**src/rtl/tap_ir_dr_datapath.sv**
```systemverilog
// JTAG IR/DR datapath downstream of the TAP controller.
// Holds the IR shift/update pair and the BYPASS, IDCODE and USER data
// registers. It also drives the TDO mux. The block follows the
// controller's state code and never decodes TMS itself.
module tap_ir_dr_datapath #(
    parameter int unsigned           IR_WIDTH   = 4,
    parameter logic [31:0]           IDCODE_VAL = 32'h1234_5093,
    parameter int unsigned           USER_WIDTH = 8,
    parameter logic [IR_WIDTH-1:0]   OP_IDCODE  = 4'b0001,
    parameter logic [IR_WIDTH-1:0]   OP_USER    = 4'b0010
) (
    input  logic                  TCK,
    input  logic                  TRST,
    input  logic [3:0]            state,
    input  logic                  TDI,
    output logic                  TDO,
    output logic                  TDO_EN,
    output logic [IR_WIDTH-1:0]   IR,
    input  logic [USER_WIDTH-1:0] USER_IN,
    output logic [USER_WIDTH-1:0] USER_OUT,
    output logic                  USER_UPD
);

    localparam logic [3:0] ST_TLR        = 4'd0;
    localparam logic [3:0] ST_CAPTURE_DR = 4'd3;
    localparam logic [3:0] ST_SHIFT_DR   = 4'd4;
    localparam logic [3:0] ST_UPDATE_DR  = 4'd8;
    localparam logic [3:0] ST_CAPTURE_IR = 4'd10;
    localparam logic [3:0] ST_SHIFT_IR   = 4'd11;
    localparam logic [3:0] ST_UPDATE_IR  = 4'd15;

    // Low two bits 01 are what the standard requires in Capture_IR.
    localparam logic [IR_WIDTH-1:0] IR_CAPTURE = IR_WIDTH'(1);

    logic [IR_WIDTH-1:0]   ir_sr;
    logic                  bypass_sr;
    logic [31:0]           id_sr;
    logic [USER_WIDTH-1:0] user_sr;

    logic sel_id;
    logic sel_user;
    logic sel_bypass;

    // DR select decodes the latched instruction, so it stays stable while a new IR shifts in.
    always_comb begin
        sel_id     = (IR == OP_IDCODE);
        sel_user   = (IR == OP_USER);
        sel_bypass = !(sel_id || sel_user);
    end

    // IR shift stage: capture the fixed pattern, then shift toward TDO.
    always_ff @(posedge TCK) begin
        if (TRST) begin
            ir_sr <= '0;
        end else begin
            case (state)
                ST_CAPTURE_IR: ir_sr <= IR_CAPTURE;
                ST_SHIFT_IR:   ir_sr <= {TDI, ir_sr[IR_WIDTH-1:1]};
                default:       ir_sr <= ir_sr;
            endcase
        end
    end

    // Instruction latch: Test_Logic_Reset forces IDCODE and Update_IR loads the shift stage.
    always_ff @(posedge TCK) begin
        if (TRST) begin
            IR <= OP_IDCODE;
        end else begin
            case (state)
                ST_TLR:       IR <= OP_IDCODE;
                ST_UPDATE_IR: IR <= ir_sr;
                default:      IR <= IR;
            endcase
        end
    end

    // BYPASS: a single stage that captures 0.
    always_ff @(posedge TCK) begin
        if (TRST) begin
            bypass_sr <= 1'b0;
        end else if (sel_bypass) begin
            case (state)
                ST_CAPTURE_DR: bypass_sr <= 1'b0;
                ST_SHIFT_DR:   bypass_sr <= TDI;
                default:       bypass_sr <= bypass_sr;
            endcase
        end
    end

    // IDCODE: captures the device ID and shifts it out LSB first.
    always_ff @(posedge TCK) begin
        if (TRST) begin
            id_sr <= '0;
        end else if (sel_id) begin
            case (state)
                ST_CAPTURE_DR: id_sr <= IDCODE_VAL;
                ST_SHIFT_DR:   id_sr <= {TDI, id_sr[31:1]};
                default:       id_sr <= id_sr;
            endcase
        end
    end

    // USER scan register: captures USER_IN in parallel and shifts serially.
    always_ff @(posedge TCK) begin
        if (TRST) begin
            user_sr <= '0;
        end else if (sel_user) begin
            case (state)
                ST_CAPTURE_DR: user_sr <= USER_IN;
                ST_SHIFT_DR:   user_sr <= {TDI, user_sr[USER_WIDTH-1:1]};
                default:       user_sr <= user_sr;
            endcase
        end
    end

    // USER update latch and its one-cycle strobe. A reset mid-scan clears USER_OUT instead of exposing partial data.
    always_ff @(posedge TCK) begin
        if (TRST) begin
            USER_OUT <= '0;
            USER_UPD <= 1'b0;
        end else begin
            USER_UPD <= 1'b0;
            if (state == ST_UPDATE_DR && sel_user) begin
                USER_OUT <= user_sr;
                USER_UPD <= 1'b1;
            end
        end
    end

    // TDO mux and enable are combinational from state so the first bit is valid in the first Shift cycle.
    always_comb begin
        TDO_EN = (state == ST_SHIFT_DR) || (state == ST_SHIFT_IR);
        TDO    = 1'b0;
        if (state == ST_SHIFT_IR) begin
            TDO = ir_sr[0];
        end else if (state == ST_SHIFT_DR) begin
            if (sel_id)        TDO = id_sr[0];
            else if (sel_user) TDO = user_sr[0];
            else               TDO = bypass_sr;
        end
    end

endmodule

```
**config.mk**
```make
export PLATFORM = sky130hd
export DESIGN_NAME = tap_ir_dr_datapath
export DESIGN_NICKNAME = d
export VERILOG_FILES = /design/src/rtl/tap_ir_dr_datapath.sv
export SDC_FILE = /design/constraint.sdc
export NUM_CORES = 1
export LEC_CHECK = 0
export CORE_MARGIN = 1
export CORE_UTILIZATION = 40
export DETAILED_ROUTE_END_ITERATION = 8
export MAX_ROUTING_LAYER = met4
export PLACE_DENSITY = 0.69
export RECOVER_POWER = 50
export SETUP_SLACK_MARGIN = 0.2
export SYNTH_ARGS = -nofsm -noshare
export SYNTH_HDL_FRONTEND = slang
export SYNTH_SLANG_ARGS = --single-unit
```
**constraint.sdc**
```tcl
create_clock -name TCK -period 1.9 [get_ports TCK]
set_input_delay 0.285 -clock TCK [delete_from_list [all_inputs] [get_ports TCK]]
set_output_delay 0.285 -clock TCK [all_outputs]
set_load 0.005 [all_outputs]
```
==> results of run 1 <==
==> registers in the layout, summed over array words and instances (netlist names) <==
signal and count:
IR 4, user_sr 8, id_sr 32, ir_sr 4, USER_UPD 1, bypass_sr 1
USER_OUT 8
==> per-layer routing <==
layer / routed length, um / vias up / global-route usage
met1: 2340 / 933 / 0.219
met5: 0 / - / -
met2: 2560 / 45 / 0.302
li1: - / 988 / -
met4: 30 / 0 / 0.0792
met3: 262 / 4 / 0.0429
==> cells in the mapped netlist <==
library cell / n / area (um^2)
nand3_2: 1 / 10.0
and2_0: 1 / 6.26
a22oi_1: 24 / 180
and4bb_2: 1 / 12.5
mux2i_1: 8 / 80.1
nor2_1: 68 / 255
a21o_1: 1 / 7.51
a22o_1: 1 / 8.76
buf_6: 1 / 11.3
buf_2: 7 / 35.0
nor2b_1: 3 / 18.8
o21a_1: 2 / 15.0
clkbuf_1: 8 / 30.0
nand3b_1: 1 / 7.51
o21ai_1: 1 / 5.00
nand2_1: 23 / 86.3
and4_1: 1 / 8.76
o21a_4: 1 / 15.0
o21ai_0: 3 / 15.0
a32oi_1: 1 / 8.76
a311oi_2: 2 / 30.0
nor3b_1: 1 / 7.51
nand2b_1: 2 / 12.5
and2_1: 1 / 6.26
nor4b_4: 1 / 23.8
a21oi_1: 5 / 25.0
nor4b_2: 2 / 30.0
nor3_1: 12 / 60.1
nand3_1: 6 / 30.0
a311oi_1: 6 / 52.6
dfxtp_1: 58 / 1160
==> repair_timing <==
| action | CTS | global route |
|---|---|---|
| pin swaps | 4 | 1 |
| setup endpoints to repair | 10 | 19 |
| buffers inserted | 4 | 3 |
| resized for setup | 24 | 5 |
==> worst max-delay path, cell delays in order, from the launching register on <==
cell	delay [ps]
dfxtp_2	340
nor2b_4	130
a22o_1	210
a22oi_2	190
o21ai_2	90
buf_2	130
==> cell type report <==
| class | instances | area (um^2) |
|---|---|---|
| fill | 483 | 2250 |
| clock buffer | 11 | 141 |
| clock inverter | 5 | 53.8 |
| sequential | 58 | 1160 |
| timing repair buffer | 58 | 514 |
| multi-input combinational | 179 | 1060 |
| tap | 70 | 87.6 |
==> cell families (layout without fill, tap and decap cells) <==
| group | count (synthesis) | in the layout | share of synthesized area |
|---|---|---|---|
| compound gates | 47 | 47 | 0.161 |
| buf+inv | 16 | 74 | 0.0338 |
| flops | 58 | 58 | 0.515 |
| mux | 8 | 8 | 0.0355 |
| simple gates | 124 | 124 | 0.255 |
==> stage by stage <==
stage	instances	cell area [um^2]
after floorplan	253	2260
after global placement	358	2760
after detailed placement	358	2760
after CTS	378	3010
after global routing	381	3020
final	381	3020
==> final timing paths <==
| path | slack (ps) | to | start |
|---|---|---|---|
| worst max-delay path | 180 | TDO | IR[1]$_SDFFE_PP0P_ |
| worst min-delay path | 370 | USER_OUT[3]$_SDFFE_PP0P_ | TRST |
| worst max register to register | 220 | id_sr[19]$_SDFFE_PP0P_ | IR[3]$_SDFFE_PP0P_ |
| worst min register to register | 490 | USER_OUT[5]$_SDFFE_PP0P_ | USER_OUT[5]$_SDFFE_PP0P_ |
==> power groups by stage <==
stage	combinational, W	clock (W)	sequential [W]
floorplan	0.0000842	0	0.00127
global route	0.000183	0.00122	0.00125
global placement	0.000165	0	0.00127
finish	0.000167	0.00113	0.00124
detailed placement	0.000167	0	0.00127
CTS	0.000175	0.00114	0.00124
==> flow_summary_export.csv, run 1 <==
group,metric,value,unit
worst_setup_path,start_kind,"flip-flop",
drt,ant_nets,0,
grt,antenna_found_initial,0,
power,comb_power_share,0.066,
clock_tree,cts.path.max_buffers,2,
worst_setup_path,reg2reg_depth,6,
timing,period_share,0.903,
timing,worst_pin_slew,471,ps
finish,synthToLayoutAreaGrowth,33.8,%
logic_synthesis,synth_cell_types,31,
clock_tree,cts-root-buf,"clkbuf_8",
logic_synthesis,synth_area,0.00226,mm^2
power,power.leakage,1.23,nW
placement,portBuffers,29,
placement,gp_congestion,0.847,
timing,rsz0062_at_grt,"true",
floorplanning,rows,26,
flow_run,maxCapViolCount,0,
clock_tree,clk_latency,340,ps
logic_synthesis,ys_seq_elements,58,
floorplanning,die_x,77.1,um
grt,grt_pass1_wl,8400,um
logic_synthesis,yosys_warnings,0,
min_path,holdPathStages,2,
worst_setup_path,timing_worst_setup_path_type,"reg2out",
floorplanning,ioPinCount,30,
finish,layout_commonest_cell,"nor2_1",
timing,slew_headroom,0.686,
finish,finish.utilization,0.573,
min_path,hold_class,"in2reg",
timing,tns,0,ps
logic_synthesis,synthCells,253,
timing,fin_hold_ws,375,ps
timing,fin_skew,6.44,ps
finish,drive_above_1_share,0.186,
timing,fin_ws,185,ps
drt,drc,0,
floorplanning,dieArea,0.00594,mm^2
power,p_switching,0.000596,W
drt,dr.pass1.iters,4,
power,p_int,0.00195,W
power,swShare,0.234,
clock_tree,clk_pin_slew,70,ps
clock_tree,clock_sinks,58,
clock_tree,htreeDepth,3,
timing,slew_viol_final,0,
grt,grt_pass1_vias,1814,
power,vdd_drop_max,0.516,mV
power,p_seq_frac,0.489,
finish,nets,321,
worst_setup_path,end_kind,"output pin",
drt,vias,1970,
drt,wl,5190,um
grt,gr-total-overflow,0,
finish,n_antenna_cell,0,
clock_tree,cts_buffers,9,
drt,via_per_inst,5.17,
worst_setup_path,path_max_fanout,3,
placement,dp_hpwl,3250,um
floorplanning,initial_core_util,0.428,
worst_setup_path,worstPathArrival,1430,ps
grt,grt_usage,0.186,
power,clkPwrFrac,0.445,
status,outcome,"finished clean",
logic_synthesis,syn_nets,268,
logic_synthesis,synth_seq_area_share,0.515,
timing,setup_viol,0,
power,p_per_area,843,mW/mm^2
logic_synthesis,syn_avg_cell_area,8.92,um^2
clock_tree,hold_buffers,0,
timing,fin_crit,1720,ps
finish,final_cell_mix,"nor2_1 (66), dfxtp_1 (56), nand2_1 (23), a22oi_1 (23), buf_4 (21)",
grt,grt_max_degree,37,
drt,drt-initial-drc-count,126,
timing,finalHoldViolCount,0,
floorplanning,core,0.00527,mm^2
drt,wl_per_cell,13.6,um
placement,post-place-ws,-244,ps
clock_tree,cts_tree,"built",
timing,fmax,0.583,GHz
floorplanning,fp.dieH,77.1,um
worst_setup_path,cp.required,1620,ps
power,design_power_total,0.00254,W
No activity file was read; power rests on OpenSTA's default activity.
==> run 2, diff against run 1 <==
Settings changed: CORE_UTILIZATION 40 to 32, PLACE_DENSITY 0.69 to 0.57.
==> run 2 against run 1 <==
Die area up 24%; global-route usage down 3.6 points; worst hold slack improved by 27 ps; critical path depth did not move; sequential share of layout area decreased by 1.3 points; flip-flop and latch count did not move; clock skew down 1.8 ps; sequential power hardly changed; final area up 3.7%; utilization is 11 points lower; non-clock buffer count up 1; critical path type unchanged.
==> flow_summary_export.csv, run 2 (synthesized netlist as in run 1, its figures left out) <==
group,metric,value,unit
grt,grt_pass1_vias,1758,
timing,fin_skew,4.67,ps
clock_tree,cts-root-buf,"clkbuf_8",
drt,drc,0,
power,p_per_area,825,mW/mm^2
clock_tree,htreeDepth,3,
worst_setup_path,path_max_fanout,3,
worst_setup_path,start_kind,"flip-flop",
worst_setup_path,r2r_slack,180,ps
min_path,hold_start,"TRST",
clock_tree,clk_pin_slew,70,ps
finish,nets,323,
worst_setup_path,r2r-end,"USER_OUT[5]$_SDFFE_PP0P_",
worst_setup_path,r2r_start,"IR[2]$_SDFFE_PP0P_",
floorplanning,initial_core_util,0.332,
finish,drive_above_1_share,0.217,
placement,portBuffers,29,
finish,top_register,"id_sr",
worst_setup_path,worstPathArrival,1490,ps
floorplanning,core,0.00679,mm^2
finish,multi_input_area,0.00109,mm^2
clock_tree,cts_buffers,9,
worst_setup_path,cp.required,1620,ps
timing,rsz0062_at_grt,"true",
drt,dr.pass1.iters,5,
power,design_power_total,0.00258,W
worst_setup_path,end_kind,"output pin",
placement,dp_hpwl,3060,um
floorplanning,die_x,86.0,um
timing,slew_viol_final,0,
finish,n_antenna_cell,0,
floorplanning,ioPinCount,30,
grt,gr-total-overflow,0,
timing,setup_viol,0,
drt,via_per_inst,4.84,
clock_tree,clk_latency,340,ps
grt,grt_max_degree,59,
timing,fin_crit,1770,ps
clock_tree,clock_sinks,58,
finish,layout_commonest_cell,"nor2_1",
timing,period_share,0.932,
timing,worst_pin_slew,417,ps
grt,grt_pass1_wl,8270,um
drt,wl_per_cell,12.6,um
floorplanning,rows,30,
power,vdd_drop_max,0.347,mV
drt,wl,5140,um
clock_tree,cts_tree,"built",
finish,largest_register_ffs,32,
clock_tree,hold_buffers,0,
drt,vias,1981,
drt,ant_nets,0,
finish,fill_cells,666,
finish,final_cell_mix,"nor2_1 (66), dfxtp_1 (56), nand2_1 (23), a22oi_1 (23), buf_4 (18)",
finish,synthToLayoutAreaGrowth,38.8,%
finish,top_regs,"id_sr (32), USER_OUT (8), user_sr (8)",
power,power.leakage,1.26,nW
timing,finalHoldViolCount,0,
finish,seq_area,0.00117,mm^2
worst_setup_path,reg2reg_depth,6,
min_path,hold-path-endpoint,"id_sr[10]$_SDFFE_PP0P_",
floorplanning,dieArea,0.00739,mm^2
timing,fin_hold_ws,402,ps
finish,final_cell_area,0.00313,mm^2
grt,grt_usage,0.150,
timing,slew_headroom,0.722,
flow_run,maxCapViolCount,0,
floorplanning,fp.dieH,86.0,um
clock_tree,cts.path.max_buffers,2,
placement,place_area,0.00280,mm^2
grt,antenna_found_initial,0,
finish,finish.utilization,0.461,
min_path,holdPathStages,3,
min_path,hold_class,"in2reg",
timing,fmax,0.564,GHz
placement,gp_congestion,0.727,
status,outcome,"finished clean",
drt,drt-initial-drc-count,86,
worst_setup_path,timing_worst_setup_path_type,"reg2out",
==> run 2: cell types whose count changed in the layout (fill, tap and decap cells not counted), moves of 2 or more <==
cell	before	now
a311oi_1	6	3
a311oi_2	2	5
buf_4	21	18
buf_6	2	4
clkinv_2	3	1
clkinvlp_4	0	2
dlygate4sd2_1	4	2
o21a_2	0	2
==> run 2: timing repair <==
| action | in CTS | in global routing |
|---|---|---|
| setup endpoints to repair | 33 | 39 |
| pin swaps | 2 | 7 |
| setup buffers | 2 | 5 |
| resized for setup | 26 | 13 |
| cloned | 0 | 1 |
==> run 2: how the worst max path moves through the flow <==
stage / from / endpoint / slack [ps] / depth (start not counted)
4_1_cts: IR[1]$_SDFFE_PP0P_ / TDO / 160 / 5
2_1_floorplan: state[0] / user_sr[5]$_SDFFE_PP0P_ / 440 / 6
6_report: IR[1]$_SDFFE_PP0P_ / TDO / 130 / 5
3_5_place_dp: state[3] / TDO / -250 / 6
3_3_place_gp: state[3] / TDO / -260 / 6
5_1_grt: IR[2]$_SDFFE_PP0P_ / USER_OUT[4]$_SDFFE_PP0P_ / 50 / 6
==> run 2: cell type report <==
type / instances / share of cell area
Tap cell: 96 / 0.0384
Sequential cell: 58 / 0.373
Multi-Input combinational cell: 180 / 0.349
Clock buffer: 12 / 0.0496
Clock inverter: 4 / 0.0160
Timing Repair Buffer: 59 / 0.175
==> run 2: where the power goes <==
group          leakage [nW]  switching (W)  internal, W
Clock                0.0986       0.000491     0.000675
Sequential            0.469     0.00000995      0.00123
Combinational         0.692      0.0000897    0.0000845
Total                  1.26       0.000591      0.00199
==> run 2: layer usage <==
metal  GRT usage  up-vias  share of wire  wire [um]
met5           -        -              0          0
met4      0.0909        0          0.026        136
met3      0.0366       15          0.044        227
met2       0.218       42           0.47       2400
met1       0.186      927           0.46       2380
li1            -      997              -          -
==> run 2: metrics by stage <==
step           std cells  worst slack, ps  setup TNS (ps)
4_1_cts              403              159               0
2_1_floorplan        253              439               0
5_1_grt              409             54.5               0
3_5_place_dp         385             -252           -4550
6_report             409              128               0
3_3_place_gp         385             -265           -3990
==> run 2: critical path, cell delays in order (launching register included) <==
cell	delay, ps
dfxtp_4	360
nor2b_4	130
a22o_1	220
a22oi_2	230
o21ai_2	80
buf_2	120
==> run 3, diff against run 2 <==
Settings changed: ABC_AREA set to 1.
==> run 3 against run 2 <==
Clock power shrank 8%; sequential power about the same; register-to-register slack improved by 80 ps; non-clock buffer count shrank 6; cell count is 14% higher; worst hold slack better by 40 ps; sequential share of layout area fell by 0.11 points; critical path type unchanged; largest power group unchanged; highest routed layer unchanged.
==> flow_summary_export.csv, run 3 <==
group,metric,value,unit
status,outcome,"finished clean",
clock_tree,cts_tree,"built",
clock_tree,clk_pin_slew,60,ps
drt,vias,2098,
clock_tree,cts_buffers,9,
worst_setup_path,path_buf_inv,2,
drt,drt-initial-drc-count,130,
drt,ant_nets,0,
power,power.leakage,1.28,nW
logic_synthesis,synth_flop_cell,"dfxtp_1",
logic_synthesis,syn_avg_cell_area,7.87,um^2
finish,final_cell_area,0.00314,mm^2
logic_synthesis,synth_common_cells,"nand2_1 (73), dfxtp_1 (58), a21oi_1 (28)",
placement,portBuffers,29,
logic_synthesis,yosysMostFrequentCell,"nand2_1",
clock_tree,htreeDepth,3,
timing,fin_skew,8.06,ps
floorplanning,initial_core_util,0.337,
flow_run,maxCapViolCount,0,
floorplanning,core,0.00737,mm^2
logic_synthesis,ys_seq_elements,58,
worst_setup_path,critical-path-max-stage-delay,350,ps
placement,gp_congestion,0.817,
clock_tree,clk_latency,330,ps
placement,place_inst,444,
finish,fin_cells,465,
logic_synthesis,synth.top_cell.area_share,0.467,
clock_tree,clock_sinks,58,
logic_synthesis,ys_top_cells_by_area,"dfxtp_1 (47%), nand2_1 (11%), a21oi_2 (6.7%)",
finish,final_cell_mix,"nand2_1 (72), dfxtp_1 (55), a21oi_1 (28)",
worst_setup_path,crit_family,"simple AND/OR/NAND/NOR gates",
logic_synthesis,synth_cell_types,25,
worst_setup_path,cp_slowest_cell,"dfxtp_1",
drt,via_per_inst,4.51,
logic_synthesis,synth_area,0.00249,mm^2
finish,top_register,"id_sr",
logic_synthesis,syn_nets,331,
timing,fmax,0.572,GHz
placement,post-place-ws,-233,ps
power,p_per_area,794,mW/mm^2
worst_setup_path,worstPathCellList,"nor2_4, buf_6, nand3_1, nor2_4, nand2_1, nand3_2, buf_2",
drt,wl,5230,um
logic_synthesis,synth-edff-count,0,
timing,rsz0062_at_grt,"true",
finish,n_antenna_cell,0,
timing,slew_headroom,0.586,
timing,period_share,0.919,
worst_setup_path,worstPathArrival,1460,ps
placement,place_area,0.00293,mm^2
power,vdd_drop_max,0.356,mV
floorplanning,die_x,90.1,um
timing,finalHoldViolCount,0,
grt,grt_pass1_vias,2053,
min_path,hold_class,"in2reg",
timing,slew_viol_final,0,
drt,wl_per_cell,11.2,um
grt,grt_usage,0.146,
logic_synthesis,synthCells,316,
worst_setup_path,cp_common_cell,"nor2_4",
worst_setup_path,start_kind,"flip-flop",
grt,grt_pass1_wl,9240,um
floorplanning,ioPinCount,30,
finish,top_regs,"id_sr (32), USER_OUT (8), user_sr (8)",
finish,largest_register_ffs,32,
floorplanning,rows,31,
drt,drc,0,
clock_tree,cts.path.max_buffers,2,
floorplanning,fp.dieH,90.1,um
logic_synthesis,synth_seq_area_share,0.467,
timing,worst_pin_slew,621,ps
placement,dp_hpwl,3430,um
worst_setup_path,path_max_fanout,3,
clock_tree,hold_buffers,0,
grt,antenna_found_initial,0,
grt,gr-total-overflow,0,
finish,layout_commonest_cell,"nand2_1",
finish,synthToLayoutAreaGrowth,26.4,%
logic_synthesis,synthArstFlopShare,0,
worst_setup_path,end_kind,"output pin",
worst_setup_path,timing_worst_setup_path_type,"reg2out",
drt,dr.pass1.iters,4,
floorplanning,dieArea,0.00813,mm^2
finish,drive_above_1_share,0.254,
logic_synthesis,synth_top_area_cell,"dfxtp_1",
grt,grt_max_degree,42,
timing,fin_ws,153,ps
logic_synthesis,yosys_warnings,0,
finish,nets,377,
timing,fin_crit,1750,ps
timing,setup_viol,0,
clock_tree,cts-root-buf,"clkbuf_8",
worst_setup_path,cp.required,1620,ps
run 3: routing by layer:
| metal | global-route usage | wire [um] | vias to the layer above |
|---|---|---|---|
| met4 | 0.0685 | 72 | 0 |
| met1 | 0.169 | 2580 | 959 |
| li1 | - | - | 1107 |
| met2 | 0.233 | 2400 | 25 |
| met3 | 0.0440 | 173 | 7 |
| met5 | - | 0 | - |
run 3: cells by family after synthesis:
| logic type | share of synthesized area |
|---|---|
| buf+inv | 0.0775 |
| compound gates | 0.164 |
| flops | 0.467 |
| simple gates | 0.291 |
run 3: area by class of cell:
cell class / instances / area (um^2)
well taps: 99 / 124
repair buffers: 53 / 459
flip-flops and latches: 58 / 1170
clock buffers: 12 / 145
fillers: 762 / 4230
inverters: 20 / 75.1
multi-input cells: 220 / 1130
clock inverters: 3 / 40.0
run 3: path summary, 6_finish.rpt:
| path | slack (ps) | to | cells past startpoint | startpoint |
|---|---|---|---|---|
| setup reg to reg | 260 | bypass_sr$_SDFFE_PP0P_ | 7 | IR[3]$_SDFFE_PP0P_ |
| hold / removal | 440 | IR[0]$_SDFFE_PP1P_ | 3 | TRST |
| hold reg to reg | 460 | id_sr[9]$_SDFFE_PP0P_ | 2 | id_sr[10]$_SDFFE_PP0P_ |
| setup / recovery | 150 | TDO | 7 | IR[3]$_SDFFE_PP0P_ |
run 3: metrics by stage:
stage | setup TNS (ps) | power (W) | utilization | hold slack [ps]
detailed placement | -425 | 0.00145 | 0.397 | 459
floorplan | 0 | 0.00137 | - | 428
finish | 0 | 0.00250 | 0.426 | 442
global placement | -356 | 0.00145 | 0.397 | 453
CTS | 0 | 0.00253 | 0.427 | 444
global route | 0 | 0.00262 | 0.426 | 465
run 3: worst min-delay path: cells and delay by family:
kind	cells	cell delay, ps
buffers and inverters	2	310
AND/OR/NAND/NOR	1	140
run 3: timing repair:
item / 4_1_cts / 5_1_grt
gates resized for setup: 16 / 4
setup endpoints to repair: 2 / 1
pin swaps: 4 / 3
buffers inserted: 4 / 2
run 3: power by group:
group          internal [W]  switching (W)  leakage (nW)
clock network      0.000631       0.000454        0.0962
registers           0.00123      0.0000117         0.470
logic             0.0000704      0.0000968         0.710
total               0.00193       0.000563          1.28
